[src/rtl/cnn_pkg.sv]
// Shared CNN types: ALU opcodes, conv sequencer states and the command bundle.
package cnn_pkg;

  localparam int CNN_DATA_W = 32;
  localparam int CNN_ADDR_W = 32;
  localparam int CNN_TAP_W  = 8;

  typedef enum logic [3:0] {
    CNN_OP_IDLE = 4'b0000,
    CNN_OP_MUL  = 4'b0001,
    CNN_OP_VADD = 4'b0010
  } cnn_op_e;

  typedef enum logic [2:0] {
    S_IDLE,
    S_RD_ACT,
    S_WT_ACT,
    S_RD_WGT,
    S_WT_WGT,
    S_ALU_ISS,
    S_ALU_WT,
    S_WRITE
  } cnn_seq_state_e;

  typedef struct packed {
    logic [CNN_ADDR_W-1:0] act_addr;
    logic [CNN_ADDR_W-1:0] wgt_addr;
    logic [CNN_ADDR_W-1:0] dst_addr;
    logic [CNN_TAP_W-1:0]  taps;
  } cnn_cmd_t;

endpackage

[src/rtl/cnn_tap_addr_gen.sv]
// Activation/weight word pointers and tap counter for one conv dot-product.
module cnn_tap_addr_gen #(
  parameter int ADDR_WIDTH = 32,
  parameter int DATA_WIDTH = 32,
  parameter int TAP_W      = 8
) (
  input  logic                  clk_i,
  input  logic                  rst_n,
  input  logic                  load,
  input  logic                  step,
  input  logic [ADDR_WIDTH-1:0] act_addr,
  input  logic [ADDR_WIDTH-1:0] wgt_addr,
  input  logic [TAP_W-1:0]      taps,
  output logic [ADDR_WIDTH-1:0] act_ptr,
  output logic [ADDR_WIDTH-1:0] wgt_ptr,
  output logic [ADDR_WIDTH-1:0] act_next,
  output logic                  last
);

  localparam logic [ADDR_WIDTH-1:0] STEP = ADDR_WIDTH'(DATA_WIDTH / 8);

  logic [TAP_W-1:0] tap_cnt;
  logic [TAP_W-1:0] taps_q;

  // Pointers wrap modulo 2**ADDR_WIDTH without complaint.
  assign act_next = act_ptr + STEP;
  assign last     = (tap_cnt + TAP_W'(1)) == taps_q;

  // NOTE: rst_n is a synchronous, active-high reset despite its name.
  always_ff @(posedge clk_i) begin
    if (rst_n) begin
      act_ptr <= '0;
      wgt_ptr <= '0;
      tap_cnt <= '0;
      taps_q  <= '0;
    end else if (load) begin
      act_ptr <= act_addr;
      wgt_ptr <= wgt_addr;
      tap_cnt <= '0;
      taps_q  <= taps;
    end else if (step) begin
      act_ptr <= act_next;
      wgt_ptr <= wgt_ptr + STEP;
      tap_cnt <= tap_cnt + TAP_W'(1);
    end
  end

endmodule

[src/rtl/cnn_conv_sequencer.sv]
// Conv tap-loop sequencer: fetch act/wgt pairs, MUL on the CNN ALU, accumulate, write sum.
// Optional CNN_SEQ_RELU_EN clamps a negative sum to zero before the result write.
module cnn_conv_sequencer
  import cnn_pkg::*;
#(
  parameter int DATA_WIDTH = CNN_DATA_W,
  parameter int ADDR_WIDTH = CNN_ADDR_W,
  parameter int TAP_W      = CNN_TAP_W
) (
  input  logic                  clk_i,
  input  logic                  rst_n,
  input  logic                  cmd_valid_i,
  output logic                  cmd_ready_o,
  input  logic [ADDR_WIDTH-1:0] cmd_act_addr_i,
  input  logic [ADDR_WIDTH-1:0] cmd_wgt_addr_i,
  input  logic [ADDR_WIDTH-1:0] cmd_dst_addr_i,
  input  logic [TAP_W-1:0]      cmd_taps_i,
  output logic                  busy_o,
  output logic                  done_o,
  output logic                  mem_req_o,
  output logic                  mem_we_o,
  output logic [ADDR_WIDTH-1:0] mem_addr_o,
  output logic [DATA_WIDTH-1:0] mem_wdata_o,
  input  logic                  mem_gnt_i,
  input  logic                  mem_rvalid_i,
  input  logic [DATA_WIDTH-1:0] mem_rdata_i,
  output logic [3:0]            alu_op_o,
  output logic                  alu_valid_o,
  output logic [DATA_WIDTH-1:0] alu_a_o,
  output logic [DATA_WIDTH-1:0] alu_b_o,
  input  logic                  alu_ready_i,
  input  logic                  alu_done_i,
  input  logic [DATA_WIDTH-1:0] alu_result_i
);

  cnn_seq_state_e        state;
  cnn_cmd_t              cmd_in;
  logic [ADDR_WIDTH-1:0] dst_q;
  logic [DATA_WIDTH-1:0] acc;
  logic [DATA_WIDTH-1:0] acc_sum;
  logic [ADDR_WIDTH-1:0] act_ptr;
  logic [ADDR_WIDTH-1:0] wgt_ptr;
  logic [ADDR_WIDTH-1:0] act_next;
  logic                  tap_last;
  logic                  accept;
  logic                  tap_step;

  function automatic logic [DATA_WIDTH-1:0] result_word(input logic [DATA_WIDTH-1:0] v);
`ifdef CNN_SEQ_RELU_EN
    return v[DATA_WIDTH-1] ? '0 : v;
`else
    return v;
`endif
  endfunction

  assign cmd_in   = '{act_addr: cmd_act_addr_i, wgt_addr: cmd_wgt_addr_i,
                      dst_addr: cmd_dst_addr_i, taps: cmd_taps_i};
  assign accept   = (state == S_IDLE) && cmd_valid_i;
  assign tap_step = (state == S_ALU_WT) && alu_done_i;
  assign acc_sum  = acc + alu_result_i;

  cnn_tap_addr_gen #(
    .ADDR_WIDTH (ADDR_WIDTH),
    .DATA_WIDTH (DATA_WIDTH),
    .TAP_W      (TAP_W)
  ) u_addr_gen (
    .clk_i    (clk_i),
    .rst_n    (rst_n),
    .load     (accept),
    .step     (tap_step),
    .act_addr (cmd_in.act_addr),
    .wgt_addr (cmd_in.wgt_addr),
    .taps     (cmd_in.taps),
    .act_ptr  (act_ptr),
    .wgt_ptr  (wgt_ptr),
    .act_next (act_next),
    .last     (tap_last)
  );

  // NOTE: every register here uses <= so each branch reads pre-edge values of its peers.
  always_ff @(posedge clk_i) begin
    if (rst_n) begin
      state       <= S_IDLE;
      cmd_ready_o <= 1'b1;
      busy_o      <= 1'b0;
      done_o      <= 1'b0;
      mem_req_o   <= 1'b0;
      mem_we_o    <= 1'b0;
      mem_addr_o  <= '0;
      mem_wdata_o <= '0;
      alu_op_o    <= CNN_OP_IDLE;
      alu_valid_o <= 1'b0;
      alu_a_o     <= '0;
      alu_b_o     <= '0;
      acc         <= '0;
      dst_q       <= '0;
    end else begin
      done_o <= 1'b0;
      unique case (state)
        S_IDLE: begin
          if (cmd_valid_i) begin
            cmd_ready_o <= 1'b0;
            busy_o      <= 1'b1;
            acc         <= '0;
            dst_q       <= cmd_in.dst_addr;
            mem_req_o   <= 1'b1;
            if (cmd_in.taps == '0) begin
              state       <= S_WRITE;
              mem_we_o    <= 1'b1;
              mem_addr_o  <= cmd_in.dst_addr;
              mem_wdata_o <= '0;
            end else begin
              state      <= S_RD_ACT;
              mem_we_o   <= 1'b0;
              mem_addr_o <= cmd_in.act_addr;
            end
          end
        end
        S_RD_ACT: if (mem_gnt_i) begin
          mem_req_o <= 1'b0;
          state     <= S_WT_ACT;
        end
        S_WT_ACT: if (mem_rvalid_i) begin
          alu_a_o    <= mem_rdata_i;
          mem_req_o  <= 1'b1;
          mem_addr_o <= wgt_ptr;
          state      <= S_RD_WGT;
        end
        S_RD_WGT: if (mem_gnt_i) begin
          mem_req_o <= 1'b0;
          state     <= S_WT_WGT;
        end
        S_WT_WGT: if (mem_rvalid_i) begin
          alu_b_o     <= mem_rdata_i;
          alu_valid_o <= 1'b1;
          alu_op_o    <= CNN_OP_MUL;
          state       <= S_ALU_ISS;
        end
        S_ALU_ISS: if (alu_ready_i) begin
          alu_valid_o <= 1'b0;
          alu_op_o    <= CNN_OP_IDLE;
          state       <= S_ALU_WT;
        end
        S_ALU_WT: if (alu_done_i) begin
          acc       <= acc_sum;
          mem_req_o <= 1'b1;
          if (tap_last) begin
            // Write the freshly updated sum directly; acc itself lags by a cycle.
            mem_we_o    <= 1'b1;
            mem_addr_o  <= dst_q;
            mem_wdata_o <= result_word(acc_sum);
            state       <= S_WRITE;
          end else begin
            mem_we_o   <= 1'b0;
            mem_addr_o <= act_next;
            state      <= S_RD_ACT;
          end
        end
        S_WRITE: if (mem_gnt_i) begin
          mem_req_o   <= 1'b0;
          mem_we_o    <= 1'b0;
          done_o      <= 1'b1;
          busy_o      <= 1'b0;
          cmd_ready_o <= 1'b1;
          state       <= S_IDLE;
        end
        default: state <= S_IDLE;
      endcase
    end
  end

  // act_ptr is consumed through act_next; keep it observable for the first fetch address only.
  logic unused_ok;
  assign unused_ok = ^act_ptr;

endmodule

[config.mk]
export PLATFORM = sky130hd
export DESIGN_NAME = cnn_conv_sequencer
export DESIGN_NICKNAME = d
export VERILOG_FILES = /design/src/rtl/cnn_pkg.sv /design/src/rtl/cnn_tap_addr_gen.sv /design/src/rtl/cnn_conv_sequencer.sv
export SDC_FILE = /design/constraint.sdc
export NUM_CORES = 1
export LEC_CHECK = 0
export CAP_MARGIN = 20
export CELL_PAD_IN_SITES_DETAIL_PLACEMENT = 0
export CELL_PAD_IN_SITES_GLOBAL_PLACEMENT = 1
export CORE_UTILIZATION = 40
export CTS_CLUSTER_DIAMETER = 100
export DETAILED_ROUTE_END_ITERATION = 8
export PLACE_DENSITY = 0.89
export SKIP_LAST_GASP = 1
export SYNTH_ARGS = -nofsm -noshare
export SYNTH_HDL_FRONTEND = slang
export SYNTH_SLANG_ARGS = --single-unit
[constraint.sdc]
create_clock -name clk_i -period 8.6 [get_ports clk_i]
set_clock_uncertainty 0.2 [all_clocks]
set_input_delay 2.15 -clock clk_i [delete_from_list [all_inputs] [get_ports clk_i]]
set_output_delay 2.15 -clock clk_i [all_outputs]
set_load 0.02 [all_outputs]
Word level (Yosys, flattened, before mapping)
Index checks and enable logic that the tools add are counted.

operators by class
  bitwise gates (word level) = 1
  mux-type cells = 49
  $add $sub $neg = 4
  reduce and logical (&&, ||, !) cells = 25
  eq/ne operators = 19

operators with widths
  kind                     count
  $mux W32                 15
  $pmux W32 S2             2
  $pmux W32 S3             1
  $add A32 B3 Y32 const B  2
  $add A32 B32 Y32         1
  $mux W3                  10
  $pmux W3 S8              1
  $ne A2 B2 Y1 const B     9
  $eq A3 B3 Y1 const B     4
  $mux W1                  12
  $reduce_and A5 Y1        2
  $reduce_and A3 Y1        3
  $add A8 B1 Y8 const B    1
  $eq A8 B8 Y1             1
  $logic_not A8 Y1         1
  $mux W4                  2
  $pmux W4 S2              1
  $reduce_and A4 Y1        2
  $reduce_and A8 Y1        1
  $reduce_bool A2 Y1       4
  $eq A3 B2 Y1 const B     2
  $pmux W1 S2              3
  $reduce_and A2 Y1        3
  $reduce_bool A3 Y1       2
  other kinds (10)         13

word-level totals
  input port bits = 175
  word-level logic and storage cells = 116
  output and inout bits = 138
  flip-flop bits (word level) = 285

Longest topological paths before layout
  depth in word-level cells = 5
  mapped depth = 13
  gate-level depth less buffers = 13

Hierarchy
From an unflattened synthesis, not the netlist that was laid out.

unflattened totals
  cell total of the unflattened synthesis = 1805
  area total of the unflattened synthesis = 14451.4 µm²

modules (own cells, without submodules)
  module              sequential area each (µm²)  cells an instance  area an instance (µm²)  times used
  cnn_conv_sequencer  4023.9                      1243               9854.5                  1
  cnn_tap_addr_gen    1601.5                      562                4596.9                  1

Worst setup path after synthesis
OpenSTA, ideal clock, no wires.

  kind = in2reg
  start = input port alu_result_i[0]
  end = register acc[28]
  required time = 8.338 ns
  library setup time = 0.062 ns
  stages = 13
  data arrival time = 4.396 ns
  slack = 3.942 ns
  cells stage by stage = ha_1 > inv_1 > fa_1 > nor2b_1 > o21a_1 > o21ai_1 > a211o_1 > nand2_1 > a21oi_1 > o21a_1 > o21a_1 > or4_1 > nand3_1

on the way
  word-level cells in the longest chain between the ends = 3

RTL lines
  element               line                       source
  from (decl)           cnn_conv_sequencer.sv:33   input logic [DATA_WIDTH-1:0] alu_result_i
  $add A32 B32 Y32      cnn_conv_sequencer.sv:60   assign acc_sum = acc + alu_result_i;
  $mux W32              cnn_conv_sequencer.sv:144  S_ALU_WT: if (alu_done_i) begin
  $pmux W32 S2          cnn_conv_sequencer.sv:99   unique case (state)
  to (signal assigned)  cnn_conv_sequencer.sv:145  acc <= acc_sum;
  to (decl)             cnn_conv_sequencer.sv:39   logic [DATA_WIDTH-1:0] acc;

Every way passes these cells. The select of a mux whose other input is x is not followed.
A chain may end at the register's enable or synchronous reset.

Worst setup path after layout
  start = input port mem_rvalid_i
  end = register mem_addr_o[16]

on the way
  word-level cells in the longest chain between the ends = 2

RTL lines
  element                      line                       source
  from (decl)                  cnn_conv_sequencer.sv:25   input logic mem_rvalid_i,
  $ne A2 B2 Y1 (no line)       -
  $reduce_and A4 Y1 (no line)  -
  to (signal assigned)         cnn_conv_sequencer.sv:110  mem_addr_o <= cmd_in.dst_addr;
  to (signal assigned)         cnn_conv_sequencer.sv:115  mem_addr_o <= cmd_in.act_addr;
  to (signal assigned)         cnn_conv_sequencer.sv:126  mem_addr_o <= wgt_ptr;
  to (decl)                    cnn_conv_sequencer.sv:22   output logic [ADDR_WIDTH-1:0] mem_addr_o,

Every way passes these cells.

==> flow_metrics.env <==
export IMPL_grt_antenna_before_repair=1
export IMPL_cp_arrival_ns=5.25
export IMPL_ys_ff_latch=281
export IMPL_die_h_um=190
export IMPL_hold_violations=0
export IMPL_num_rows=68
export IMPL_die_w_um=190
export IMPL_place_gp_congestion=0.889
export IMPL_place_port_buffers=309
export IMPL_postSynthAreaPerCell_sq_um=7.52
export IMPL_drc_errors=1
export IMPL_cts_setup_buffers=0
export IMPL_cpPeakStageDelay_ns=0.58
export IMPL_synth_warning_count=0
export IMPL_numCtsBuffers=34
export IMPL_ctsResizeCount=0
export IMPL_drt_initial_drc_count=1273
export IMPL_final_util_pct=53.9
export IMPL_yosys_area_top_type="dfxtp_1"
export IMPL_finalSetupViolations=0
export IMPL_initial_core_util_pct=40.8
export IMPL_rsz0062_at_grt="no"
export IMPL_worst_slack_ns=3.53
export IMPL_cp_required_ns=8.78
export IMPL_yosys_most_used_dff="dfxtp_1"
export IMPL_synth_area_leaders="dfxtp_1 40%, nand2_1 12%, a21oi_1 8.0%"
export IMPL_yosysSeqAreaShare_pct=39.8
export IMPL_slew_violations=0
export IMPL_synth_edf_count=0
export IMPL_post_route_period_util_pct=58.9
export IMPL_p_leak_nw=6.85
export IMPL_gr_usage_all_layers_pct=27.0
export IMPL_crit_path_start_kind="input pin"
export IMPL_clk_root_buffer_cell="clkbuf_16"
export IMPL_slew_headroom_pct=35.0
export IMPL_dp_slack_ns=3.04
export IMPL_period_needed_ns=5.07
export IMPL_fin_setup_tns_ns=0
export IMPL_final_cell_mix="439 x nand2_1, 308 x clkdlybuf4s50_1, 281 x dfxtp_1"
export IMPL_clk_pin_slew_ns=0.06
export IMPL_critical_path_top_delay_family="buffers and inverters"
export IMPL_yosysUniqueCellTypes=72
export IMPL_grt_max_degree=129
export IMPL_maxCapViolations=0
export IMPL_netlist_instances=1878
export IMPL_grt_pass1_wl_um=76600
export IMPL_first_global_vias=13800
export IMPL_placed_cell_area_sq_um=17500
export IMPL_failed_checks="DRC"
export IMPL_final_common_cell="nand2_1"
export IMPL_crit_chain="clkdlybuf4s50_1 > mux2_1 > o22ai_1 > nor3_2 > buf_4 > nand2_1 > buf_16 > a221oi_1 > a2111oi_0"
export IMPL_cts_tree="yes"
export IMPL_status="finished with violations"
export IMPL_drt_total_wl_um=50000
export IMPL_end_kind="flop"
export IMPL_final_antenna_net_count=0
export IMPL_yosysTopAreaCellShare_pct=39.8
export IMPL_clock_latency_ns=0.50
export IMPL_vdd_ir_drop_max_uv=109
export IMPL_cts_sinks=281
export IMPL_wl_per_cell_um=19.3
export IMPL_dieArea_sq_um=36100
export IMPL_cts_buffer_depth=3
export IMPL_critical_path_max_fanout=57
export IMPL_syn_cell_area_sq_um=14100
export IMPL_ctsHoldBuffers=0
export IMPL_via_per_inst=5.63
export IMPL_syn_to_final_growth_pct=32.1
export IMPL_io_pin_count=313
export IMPL_crit_buf_inv=3
export IMPL_drt_pre_antenna_iters=9
export IMPL_crit_type="input pin to flop"
export IMPL_fillCellCount=3312
export IMPL_hp_class="flop to flop"
export IMPL_drive_gt1_share_pct=4.78
export IMPL_cp_slowest_cell="nand2_1"
export IMPL_async_flop_share_pct=0
export IMPL_dp_hpwl_um=33400
export IMPL_grt_ovfl_total=0
export IMPL_final_cell_area_sq_um=18700
export IMPL_fin_nets=2321
export IMPL_design_core_area_sq_um=34600
export IMPL_max_freq_ghz=0.197
export IMPL_vias=14600
export IMPL_power_density_nw_per_um2=191
export IMPL_worstMarginPinSlew_ns=0.975
export IMPL_htree_levels=2
## cell usage after synthesis, types with 4 or more instances
library cell	number
xor2_1	35
nor4_1	5
dfxtp_1	281
buf_4	4
a311oi_1	4
buf_1	12
nand3b_1	9
and2_1	6
mux2i_1	9
clkbuf_1	96
a22oi_1	16
nand2_1	441
a2111oi_0	5
nand3_1	40
a31oi_1	9
nor3_1	26
nor2b_1	9
a22o_1	4
o21ai_1	10
nand2b_1	5
a222oi_1	10
buf_2	22
a211oi_1	27
or4_1	5
o21a_1	8
nand4_1	35
inv_1	14
o211ai_1	25
nor3b_1	5
nand4b_1	5
a221oi_1	36
o21ai_0	84
a21oi_1	226
a21o_1	15
nor2_1	185
and3_1	20
ha_1	34
xnor2_1	45
## flip-flops by register name, indices dropped and copies added (netlist names)
signal,cells
mem_we_o,1
alu_b_o,32
u_addr_gen.act_ptr,32
alu_op_o,1
cmd_ready_o,1
acc,32
mem_req_o,1
alu_a_o,32
busy_o,1
dst_q,32
mem_wdata_o,32
mem_addr_o,32
u_addr_gen.tap_cnt,8
state,3
done_o,1
u_addr_gen.wgt_ptr,32
u_addr_gen.taps_q,8
## layout make-up
type | count | area [sq um] | area share [%]
Multi-Input combinational cell | 1448 | 7940 | 42.5
Sequential cell | 281 | 5630 | 30.1
Timing Repair Buffer | 331 | 3280 | 17.6
Clock buffer | 51 | 1050 | 5.62
Tap cell | 455 | 569 | 3.05
Clock inverter | 8 | 144 | 0.771
Inverter | 15 | 56.3 | 0.302
Antenna cell | 1 | 2.50 | 0.0134
## path summary, 6_finish.rpt
check | cells after the start | slack, ns | startpoint | to
max reg2reg | 11 | 4.88 | state[0] | u_addr_gen.wgt_ptr[5]
max | 9 | 3.53 | mem_rvalid_i | mem_addr_o[16]
min | 2 | 0.25 | alu_a_o[21] | alu_a_o[21]
min reg2reg | 2 | 0.25 | alu_a_o[21] | alu_a_o[21]
## layer usage
layer | vias up | share of wire, % | track usage (%)
met4 | 0 | 4.0 | 11.4
met1 | 6856 | 43 | 37.2
li1 | 7025 | - | -
met5 | - | 0 | 0
met2 | 607 | 45 | 41.8
met3 | 101 | 8.2 | 3.89
## stage by stage
step / cells / total power, mW / hold WS, ns
floorplan: 1880 / 1.79 / 0.236
global placement: 2529 / 2.05 / 0.242
detailed placement: 2530 / 2.06 / 0.246
CTS: 2589 / 3.59 / 0.253
global route: 2590 / 3.70 / 0.272
finish: 2590 / 3.56 / 0.253
## power breakdown
group / leakage (nW) / internal (mW) / switching (mW)
Combinational: 3.97 / 0.242 / 0.327
Clock: 0.587 / 0.961 / 0.566
Sequential: 2.29 / 1.38 / 0.0867
Total: 6.85 / 2.59 / 0.979
## worst reg2reg max path, delay by kind of cell, from the launching register on
kind / cells / cell delay, ns
buf+inv: 3 / 1.34
simple gates: 5 / 0.99
flops: 1 / 0.76
compound gates: 3 / 0.37
## cell families (layout without fill, tap and decap cells)
kind of cell,count (synthesis),in the layout,share of synthesized area (%)
AOI/OAI and AO/OA,502,502,21.8
xor gates and xnor gates,80,80,4.96
adders and majority gates,35,35,3.15
buffers and inverters,151,405,4.42
DFF,281,281,39.8
muxes,10,10,0.717
other,1,4,0.0265
and+or+nand+nor,818,818,25.1
(Power assumes the default switching activity.)
